===== src/rtl/rng_pkg.sv =====
// ---------------------------------------------------------------------------
// rng_pkg -- shared definitions for the random-bit harvester.
//   * FSM state encoding (IDLE, RELEASE, FREEZE, CAPTURE, DEBIAS)
//   * SYNC_STAGES / FREEZE_CYCLES timing constants
//   * cnt_w(): width of a counter that must hold the values 0..n-1
// ---------------------------------------------------------------------------
package rng_pkg;

    localparam int SYNC_STAGES   = 2;
    // The sources stay frozen long enough for the frozen value to clear the
    // synchroniser before it is snapshotted.
    localparam int FREEZE_CYCLES = SYNC_STAGES + 1;

    typedef logic [2:0] state_t;

    localparam state_t IDLE    = 3'd0;
    localparam state_t RELEASE = 3'd1;
    localparam state_t FREEZE  = 3'd2;
    localparam state_t CAPTURE = 3'd3;
    localparam state_t DEBIAS  = 3'd4;

    function automatic int cnt_w(input int n);
        return (n <= 2) ? 1 : $clog2(n);
    endfunction

endpackage


===== src/rtl/rng_sync.sv =====
// ---------------------------------------------------------------------------
// rng_sync -- WIDTH-bit two-flop synchroniser for the asynchronous latch
// outputs. Both stages clear to 0 on reset.
// Ports:
//   clk, rst_n       clock, asynchronous active-low reset
//   din  [WIDTH-1:0] asynchronous raw bits
//   dout [WIDTH-1:0] bits synchronised to clk
// ---------------------------------------------------------------------------
module rng_sync #(
    parameter int WIDTH = 16
) (
    input  logic             clk,
    input  logic             rst_n,
    input  logic [WIDTH-1:0] din,
    output logic [WIDTH-1:0] dout
);

    logic [WIDTH-1:0] meta;

    always_ff @(posedge clk or negedge rst_n) begin
        if (!rst_n) begin
            meta <= '0;
            dout <= '0;
        end else begin
            // NOTE: non-blocking assignments make both stages sample on the
            // same edge; blocking here would collapse the chain to one flop.
            meta <= din;
            dout <= meta;
        end
    end

endmodule


===== src/rtl/rng_harvester.sv =====
// ---------------------------------------------------------------------------
// rng_harvester -- drives the shared freeze line of the NAND-latch sources,
// snapshots their synchronised outputs once per pass, Von Neumann debiases
// the snapshot pair by pair and packs accepted bits LSB-first into OUT_W-bit
// words delivered on a valid/ready handshake.
// Ports:
//   clk, rst_n     clock, asynchronous active-low reset
//   en             start/continue passes (sampled in IDLE and at pass end)
//   raw_in         raw latch outputs, asynchronous to clk
//   gen_hold       freeze line to the sources (0 = free-running, 1 = frozen)
//   rnd_data       harvested word, stable while rnd_valid waits for ready
//   rnd_valid      rnd_data holds an untransferred word
//   rnd_ready      consumer accepts the word
//   health_fail    sticky repetition-test failure
// Build option: define RNG_HEALTH_EN to build the repetition health test;
// without it health_fail is tied low.
// ---------------------------------------------------------------------------
module rng_harvester
    import rng_pkg::*;
#(
    parameter int WIDTH     = 16,
    parameter int OUT_W     = 8,
    parameter int SETTLE    = 4,
    parameter int REP_LIMIT = 4
) (
    input  logic             clk,
    input  logic             rst_n,
    input  logic             en,
    input  logic [WIDTH-1:0] raw_in,
    output logic             gen_hold,
    output logic [OUT_W-1:0] rnd_data,
    output logic             rnd_valid,
    input  logic             rnd_ready,
    output logic             health_fail
);

    localparam int NPAIRS    = WIDTH / 2;
    localparam int PW        = cnt_w(NPAIRS);
    localparam int BW        = cnt_w(OUT_W);
    localparam int PHASE_MAX = (SETTLE > FREEZE_CYCLES) ? SETTLE : FREEZE_CYCLES;
    localparam int CW        = cnt_w(PHASE_MAX);

    localparam logic [CW-1:0] SETTLE_LAST = CW'(SETTLE - 1);
    localparam logic [CW-1:0] FREEZE_LAST = CW'(FREEZE_CYCLES - 1);
    localparam logic [PW-1:0] PAIR_LAST   = PW'(NPAIRS - 1);
    localparam logic [BW-1:0] BIT_LAST    = BW'(OUT_W - 1);

    logic [WIDTH-1:0] sync_bits;
    logic [WIDTH-1:0] snap;
    state_t           state, state_next;
    logic [CW-1:0]    phase;
    logic [PW-1:0]    pair_idx;
    logic [BW-1:0]    bit_cnt;
    logic [OUT_W-2:0] acc;          // top bit of a word is never stored: it completes the word
    logic             health_fail_q;

    logic [1:0]       pair;
    logic             bit_a, emit, xfer, word_done, stall, load;
    logic [OUT_W-1:0] word;

    rng_sync #(.WIDTH(WIDTH)) u_sync (
        .clk  (clk),
        .rst_n(rst_n),
        .din  (raw_in),
        .dout (sync_bits)
    );

    always_comb begin
        // NOTE: every combinational output is defaulted up front so no path
        // through the case statement leaves one unassigned (no latches).
        state_next = state;
        pair       = snap[{pair_idx, 1'b0} +: 2];
        bit_a      = pair[0];
        emit       = pair[0] ^ pair[1];     // 01 -> 0, 10 -> 1, 00/11 discarded
        word       = {bit_a, acc};
        xfer       = rnd_valid & rnd_ready;
        word_done  = (state == DEBIAS) && emit && (bit_cnt == BIT_LAST);
        // A finished word with nowhere to go freezes the debias walk; once
        // the health test has tripped, finished words are dropped instead.
        stall      = word_done && rnd_valid && !xfer && !health_fail_q;
        load       = word_done && !rnd_valid_block();

        case (state)
            IDLE:    if (en) state_next = RELEASE;
            RELEASE: if (phase == SETTLE_LAST) state_next = FREEZE;
            FREEZE:  if (phase == FREEZE_LAST) state_next = CAPTURE;
            CAPTURE: state_next = DEBIAS;
            DEBIAS:  if (!stall && pair_idx == PAIR_LAST)
                         state_next = en ? RELEASE : IDLE;
            default: state_next = IDLE;
        endcase
    end

    function automatic logic rnd_valid_block();
        return stall || health_fail_q;
    endfunction

    always_ff @(posedge clk or negedge rst_n) begin
        if (!rst_n) begin
            state     <= IDLE;
            gen_hold  <= 1'b1;
            phase     <= '0;
            pair_idx  <= '0;
            bit_cnt   <= '0;
            acc       <= '0;
            // NOTE: the snapshot is a plain register bank, so it is reset with
            // everything else; a RAM-style array would not be.
            snap      <= '0;
            rnd_data  <= '0;
            rnd_valid <= 1'b0;
        end else begin
            state    <= state_next;
            // Registered so the line to the sources never glitches on decode.
            gen_hold <= (state_next != RELEASE);

            if (state_next != state)
                phase <= '0;
            else if (state == RELEASE || state == FREEZE)
                phase <= phase + CW'(1);

            if (state == CAPTURE) begin
                snap     <= sync_bits;
                pair_idx <= '0;
            end

            if (state == DEBIAS && !stall) begin
                pair_idx <= pair_idx + PW'(1);
                if (emit) begin
                    if (word_done) begin
                        bit_cnt <= '0;
                    end else begin
                        acc[bit_cnt] <= bit_a;
                        bit_cnt      <= bit_cnt + BW'(1);
                    end
                end
            end

            if (load) begin
                rnd_data  <= word;
                rnd_valid <= 1'b1;
            end else if (xfer) begin
                rnd_valid <= 1'b0;
            end
        end
    end

`ifdef RNG_HEALTH_EN
    localparam int RW = cnt_w(REP_LIMIT + 1);
    localparam logic [RW-1:0] REP_MAX = RW'(REP_LIMIT);

    logic [WIDTH-1:0] prev_snap;
    logic             have_prev;
    logic [RW-1:0]    rep_cnt, rep_next;

    always_comb begin
        rep_next = rep_cnt;
        if (!have_prev || sync_bits != prev_snap)
            rep_next = RW'(1);
        else if (rep_cnt != REP_MAX)
            rep_next = rep_cnt + RW'(1);
    end

    always_ff @(posedge clk or negedge rst_n) begin
        if (!rst_n) begin
            prev_snap     <= '0;
            have_prev     <= 1'b0;
            rep_cnt       <= '0;
            health_fail_q <= 1'b0;
        end else if (state == CAPTURE) begin
            prev_snap <= sync_bits;
            have_prev <= 1'b1;
            rep_cnt   <= rep_next;
            if (rep_next == REP_MAX)
                health_fail_q <= 1'b1;
        end
    end
`else
    assign health_fail_q = 1'b0;
`endif

    assign health_fail = health_fail_q;

endmodule


===== config.mk =====
export PLATFORM = sky130hd
export DESIGN_NAME = rng_harvester
export DESIGN_NICKNAME = d
export VERILOG_FILES = /design/src/rtl/rng_pkg.sv /design/src/rtl/rng_sync.sv /design/src/rtl/rng_harvester.sv
export SDC_FILE = /design/constraint.sdc
export NUM_CORES = 1
export LEC_CHECK = 0
export CELL_PAD_IN_SITES_DETAIL_PLACEMENT = 1
export CELL_PAD_IN_SITES_GLOBAL_PLACEMENT = 2
export CORE_UTILIZATION = 40
export DETAILED_ROUTE_END_ITERATION = 16
export PLACE_DENSITY = 0.86
export SYNTH_ARGS = -nofsm -noshare
export SYNTH_HDL_FRONTEND = slang
export SYNTH_SLANG_ARGS = --single-unit

===== constraint.sdc =====
create_clock -name clk -period 3.1 [get_ports clk]
set_input_delay 0.31 -clock clk [delete_from_list [all_inputs] [get_ports clk]]
set_output_delay 0.31 -clock clk [all_outputs]
set_load 0.05 [all_outputs]

# == Yosys cells after proc, flatten, opt, wreduce, memory -nomap -nowiden ==
# Cells that the tools add are included.
# W data, S select, Z words.
# totals
inputBits,20
reg_bits,76
out_inout_bits,11
wordCells,63
# classes
eq_ne,10
reduce_logical,17
mux,16
n_bitwise,3
n_shift,1
order_cmp,2
addsub,3
# op_table
op,n
$mux W3,7
$shiftx A16 B5 Y2,1
$pmux W3 S5,1
$eq A3 B3 Y1 const B,3
$logic_and A1 B1 Y1,8
$bwmux W7,1
$add A3 B1 Y3 const B,2
$eq A3 B2 Y1 const B,2
$reduce_bool A2 Y1,3
$eq A2 B2 Y1 const B,2
$lt A3 B4 Y1 const B,1
$mux W1,4
$mux W2,2
$demux W1 S3,1
$eq A3 B1 Y1 const B,1
$ge A3 B1 Y1 const B,1
$logic_not A3 Y1,1
$ne A3 B1 Y1 const B,1
$ne A3 B3 Y1,1
$reduce_and A3 Y1,1
$add A2 B1 Y2 const B,1
$logic_not A1 Y1,2
$reduce_and A2 Y1,1
$and A1 B1 Y1,1
3 further kinds,3

# == Longest topological paths before layout ==
# depth
ltp_word,12
mapped_depth,7
depth_no_buf,6

# == Hierarchy ==
# Synthesis repeated with hierarchy kept, for this count alone.
# hier_totals
cells_unflattened,216
hier_area_um2,2957.8
# by_module_without_submodules
mod,cells_per_inst,area_per_inst_um2,n_inst,seq_area_each_um2
rng_harvester,184,2157.1,1,1102.3
rng_sync,32,800.8,1,800.8

# == Worst setup path after synthesis ==
# Ideal clock, no wire load.
# synth_path
path_type,reg-to-reg
start,register pair_idx[0]
end,register acc[3]
setup_ns,0.125
arrival_time_ns,2.304
path_stages_with_launch,8
required_time_ns,2.975
path_slack_ns,0.671
synth_period_minus_slack_ns,2.429
path_cell_list,dfrtp_1 buf_2 mux4_2 mux2_2 xor2_1 buf_6 nor4_1 mux2_2
# synth_via
elab_chain_len,9
# synth_rtl
item,line,rtl
start: declaration,rng_harvester.sv:52,logic [PW-1:0] pair_idx;
start signal: assignment,rng_harvester.sv:127,pair_idx <= pair_idx + PW'(1);
$shiftx A16 B5 Y2 *,rng_harvester.sv:72,"pair = snap[{pair_idx, 1'b0} +: 2];"
$xor A1 B1 Y1,rng_harvester.sv:74,emit = pair[0] ^ pair[1];
$logic_and A1 B1 Y1 (2 in series),rng_harvester.sv:77,word_done = (state == DEBIAS) && emit && (bit_cnt == BIT_LAST);
$logic_and A1 B1 Y1 (2 in series),rng_harvester.sv:80,stall = word_done && rnd_valid && !xfer && !health_fail_q;
$logic_not A1 Y1,rng_harvester.sv:126,if (state == DEBIAS && !stall) begin
$logic_and A1 B1 Y1,rng_harvester.sv:126,
$reduce_and A3 Y1 (no line),-,
end signal: indexed assignment,rng_harvester.sv:132,acc[bit_cnt] <= bit_a;
end: declaration,rng_harvester.sv:54,logic [OUT_W-2:0] acc;
# Mark *: on every way between the ends. The rest lies on a longest branch, timed or not.
# A chain may end at the register's enable or synchronous reset.

# == Worst setup path after layout ==
# layout_path
start,register pair_idx[0]
end,register acc[5]
# The elaborated chain is that of the path after synthesis.

==> impl_metrics.tcl <==
set metrics [dict create \
    dieHeight_um 87.3 \
    final_antenna_net_count 0 \
    cts.repair.resized 0 \
    clk_pin_slew_worst_paths_ns 0.08 \
    drive_gt1_share_pct 25.2 \
    cts_tree "yes" \
    critical-path-top-delay-family "multiplexers" \
    layout_common_cells "75 x dfrtp_1, 32 x mux2_2, 28 x clkdlybuf4s50_1" \
    cp-end-kind "flop" \
    fp.coreArea_um2 6910 \
    critical_path.cell_chain "mux4_2 -> mux2_2 -> xor2_1 -> buf_4 -> nor4_1 -> mux2_2" \
    antenna_cells 0 \
    ir_drop_v 0.000455 \
    syn_area_um2 2910 \
    h-tree-depth 3 \
    finalWirelength_um 4670 \
    layout_commonest_cell "dfrtp_1" \
    cts.sinks 76 \
    clk_path_buf_depth 2 \
    final-hold-violation-count 0 \
    grt_pass1_wl_um 8420 \
    crit_cells 6 \
    ys_types 42 \
    grt_start_max_net_pins 77 \
    drt_iter0_markers 29 \
    critPathKind "flop to flop" \
    antenna_found_initial 0 \
    arrival_ns 2.93 \
    max-cap-violations 0 \
    ys_ff_latch 76 \
    synth_seq_area_share_pct 65.4 \
    powerDensity_nw_per_um2 856 \
    viasPerCell 4.80 \
    cts_setup_buffers 0 \
    hpwl_um 3180 \
    whs_ns 0.106 \
    area_growth_pct 21.2 \
    synthCells 194 \
    syn_avg_cell_area_um2 15.0 \
    cp_common_cell "mux2_2" \
    rsz0062_at_grt "false" \
    wl_per_cell_um 14.1 \
    fin_setup_tns_ns 0 \
    overflow 0 \
    max_freq_mhz 371 \
    final_nets 255 \
    yosysWarnings 0 \
    clock_latency_ns 0.35 \
    track_usage_pct 14.9 \
    worstSetupStartpointType "flop" \
    grt_pass1_vias 1772 \
    ios 31 \
    hold_class "input port to async pin" \
    port_buffers 29 \
    crit_slowest_cell "mux4_2" \
    status "completed" \
    finClkSkew_ns 0.0150 \
    initial_core_util_pct 42.1 \
    synth_edf_count 0 \
    gp_congestion 0.757 \
    synthFlopType "dfrtp_1" \
    finalCriticalPeriod_ns 2.70 \
    cts_hold_buf 0 \
    crit_fanout 10 \
    dr.pass1.iters 4 \
    critPathRequiredTime_ns 3.33 \
    worstMarginPinSlew_ns 0.908 \
    setup_viol 0 \
    power_leakage_nw 1.57 \
    period_share_pct 87.1 \
    drc_errors 0 \
    die_area_um2 7620 \
    synth-async-reset-ratio_pct 100 \
    rows 30 \
    die_w_um 87.3 \
    vias 1585 \
    cts_root_buf "clkbuf_8" \
    cpPeakStageDelay_ns 0.55 \
    synth_fp_nets 220 \
    path_buf_inv 1 \
    drv_slew 0 \
    reg2regPathDepth 6 \
    numCtsBuffers 9 \
    slew_headroom_pct 39.4 \
]
-- cells in the mapped netlist (2+ instances only) --
master    number  share of area (%)
dfrtp_1       75                 64
mux2_2        32                 12
nand2_1        9                1.2
nor2_1         9                1.2
ha_1           6                2.6
clkbuf_1       4               0.52
inv_1          4               0.52
mux2i_1        4                1.4
mux4_2         4                3.1
nand3_1        4               0.69
nand2b_1       3               0.64
o21ai_0        3               0.52
xnor2_1        3               0.90
nand3b_1       2               0.52
nor2b_1        2               0.43
nor4_1         2               0.43
nor4b_1        2               0.60
o31ai_1        2               0.52
-- where the power goes --
group | internal [mW] | total [mW] | switching (mW)
Clock | 0.465 | 0.839 | 0.374
Sequential | 1.19 | 1.34 | 0.156
Combinational | 0.420 | 0.837 | 0.417
Total | 2.07 | 3.02 | 0.947
-- cells by family (layout without fill, tap and decap cells) --
| logic type | count (synthesis) | in the layout | share of synthesized area (%) |
|---|---|---|---|
| flops | 76 | 76 | 65.4 |
| compound gates | 16 | 16 | 4.00 |
| other cells | 1 | 1 | 0.129 |
| buf+inv | 12 | 52 | 1.98 |
| xor+xnor | 4 | 4 | 1.20 |
| fa+ha+maj | 6 | 6 | 2.58 |
| mux | 41 | 41 | 17.2 |
| simple gates | 38 | 38 | 7.48 |
-- layer usage --
metal / share of wire, % / track usage, %
met5: 0 / 0
met2: 51 / 25.1
met4: 1.7 / 6.71
met1: 44 / 17.8
met3: 3.4 / 4.27
-- layout make-up --
class                      instances  area, um2
tap                               96        120
fill                             694       3380
clock inverter                     7        105
clock buffer                       9        124
inverter                           4       15.0
multi-input combinational        106        950
timing repair buffer              32        310
sequential                        76       1900
-- stage by stage --
step / util, % / setup slack, ns / std cells / total power, mW / area, um2
final: 51.1 / 0.401 / 330 / 3.02 / 3530
after global routing: 51.1 / 0.240 / 330 / 3.23 / 3530
after CTS: 51.1 / 0.368 / 330 / 3.08 / 3530
after detailed placement: 47.8 / 0.415 / 314 / 2.22 / 3300
after global placement: 47.8 / 0.520 / 314 / 2.17 / 3300
after floorplan: - / 0.671 / 194 / 2.01 / 2910
-- final timing paths --
check	end	start	slack, ns
hold / removal	rnd_data[5]$_DFFE_PN0P_	rst_n	0.11
setup / recovery	acc[5]$_DFFE_PN0P_	pair_idx[0]$_DFFE_PN0P_	0.40
hold reg to reg	u_sync.dout[7]$_DFF_PN0_	u_sync.meta[7]$_DFF_PN0_	0.35
min in group clk	u_sync.dout[7]$_DFF_PN0_	u_sync.meta[7]$_DFF_PN0_	0.35
setup reg to reg	acc[5]$_DFFE_PN0P_	pair_idx[0]$_DFFE_PN0P_	0.40
max in group asynchronous	snap[15]$_DFFE_PN0P_	rst_n	2.42
-- sequential cells by signal (all words and copies together) (netlist names) --
signal and count:
acc 7, bit_cnt 3, gen_hold 1, pair_idx 3, phase 2, rnd_data 8
rnd_valid 1, snap 16, state 3, u_sync.dout 16, u_sync.meta 16
Power figures use the tool's default switching activity.
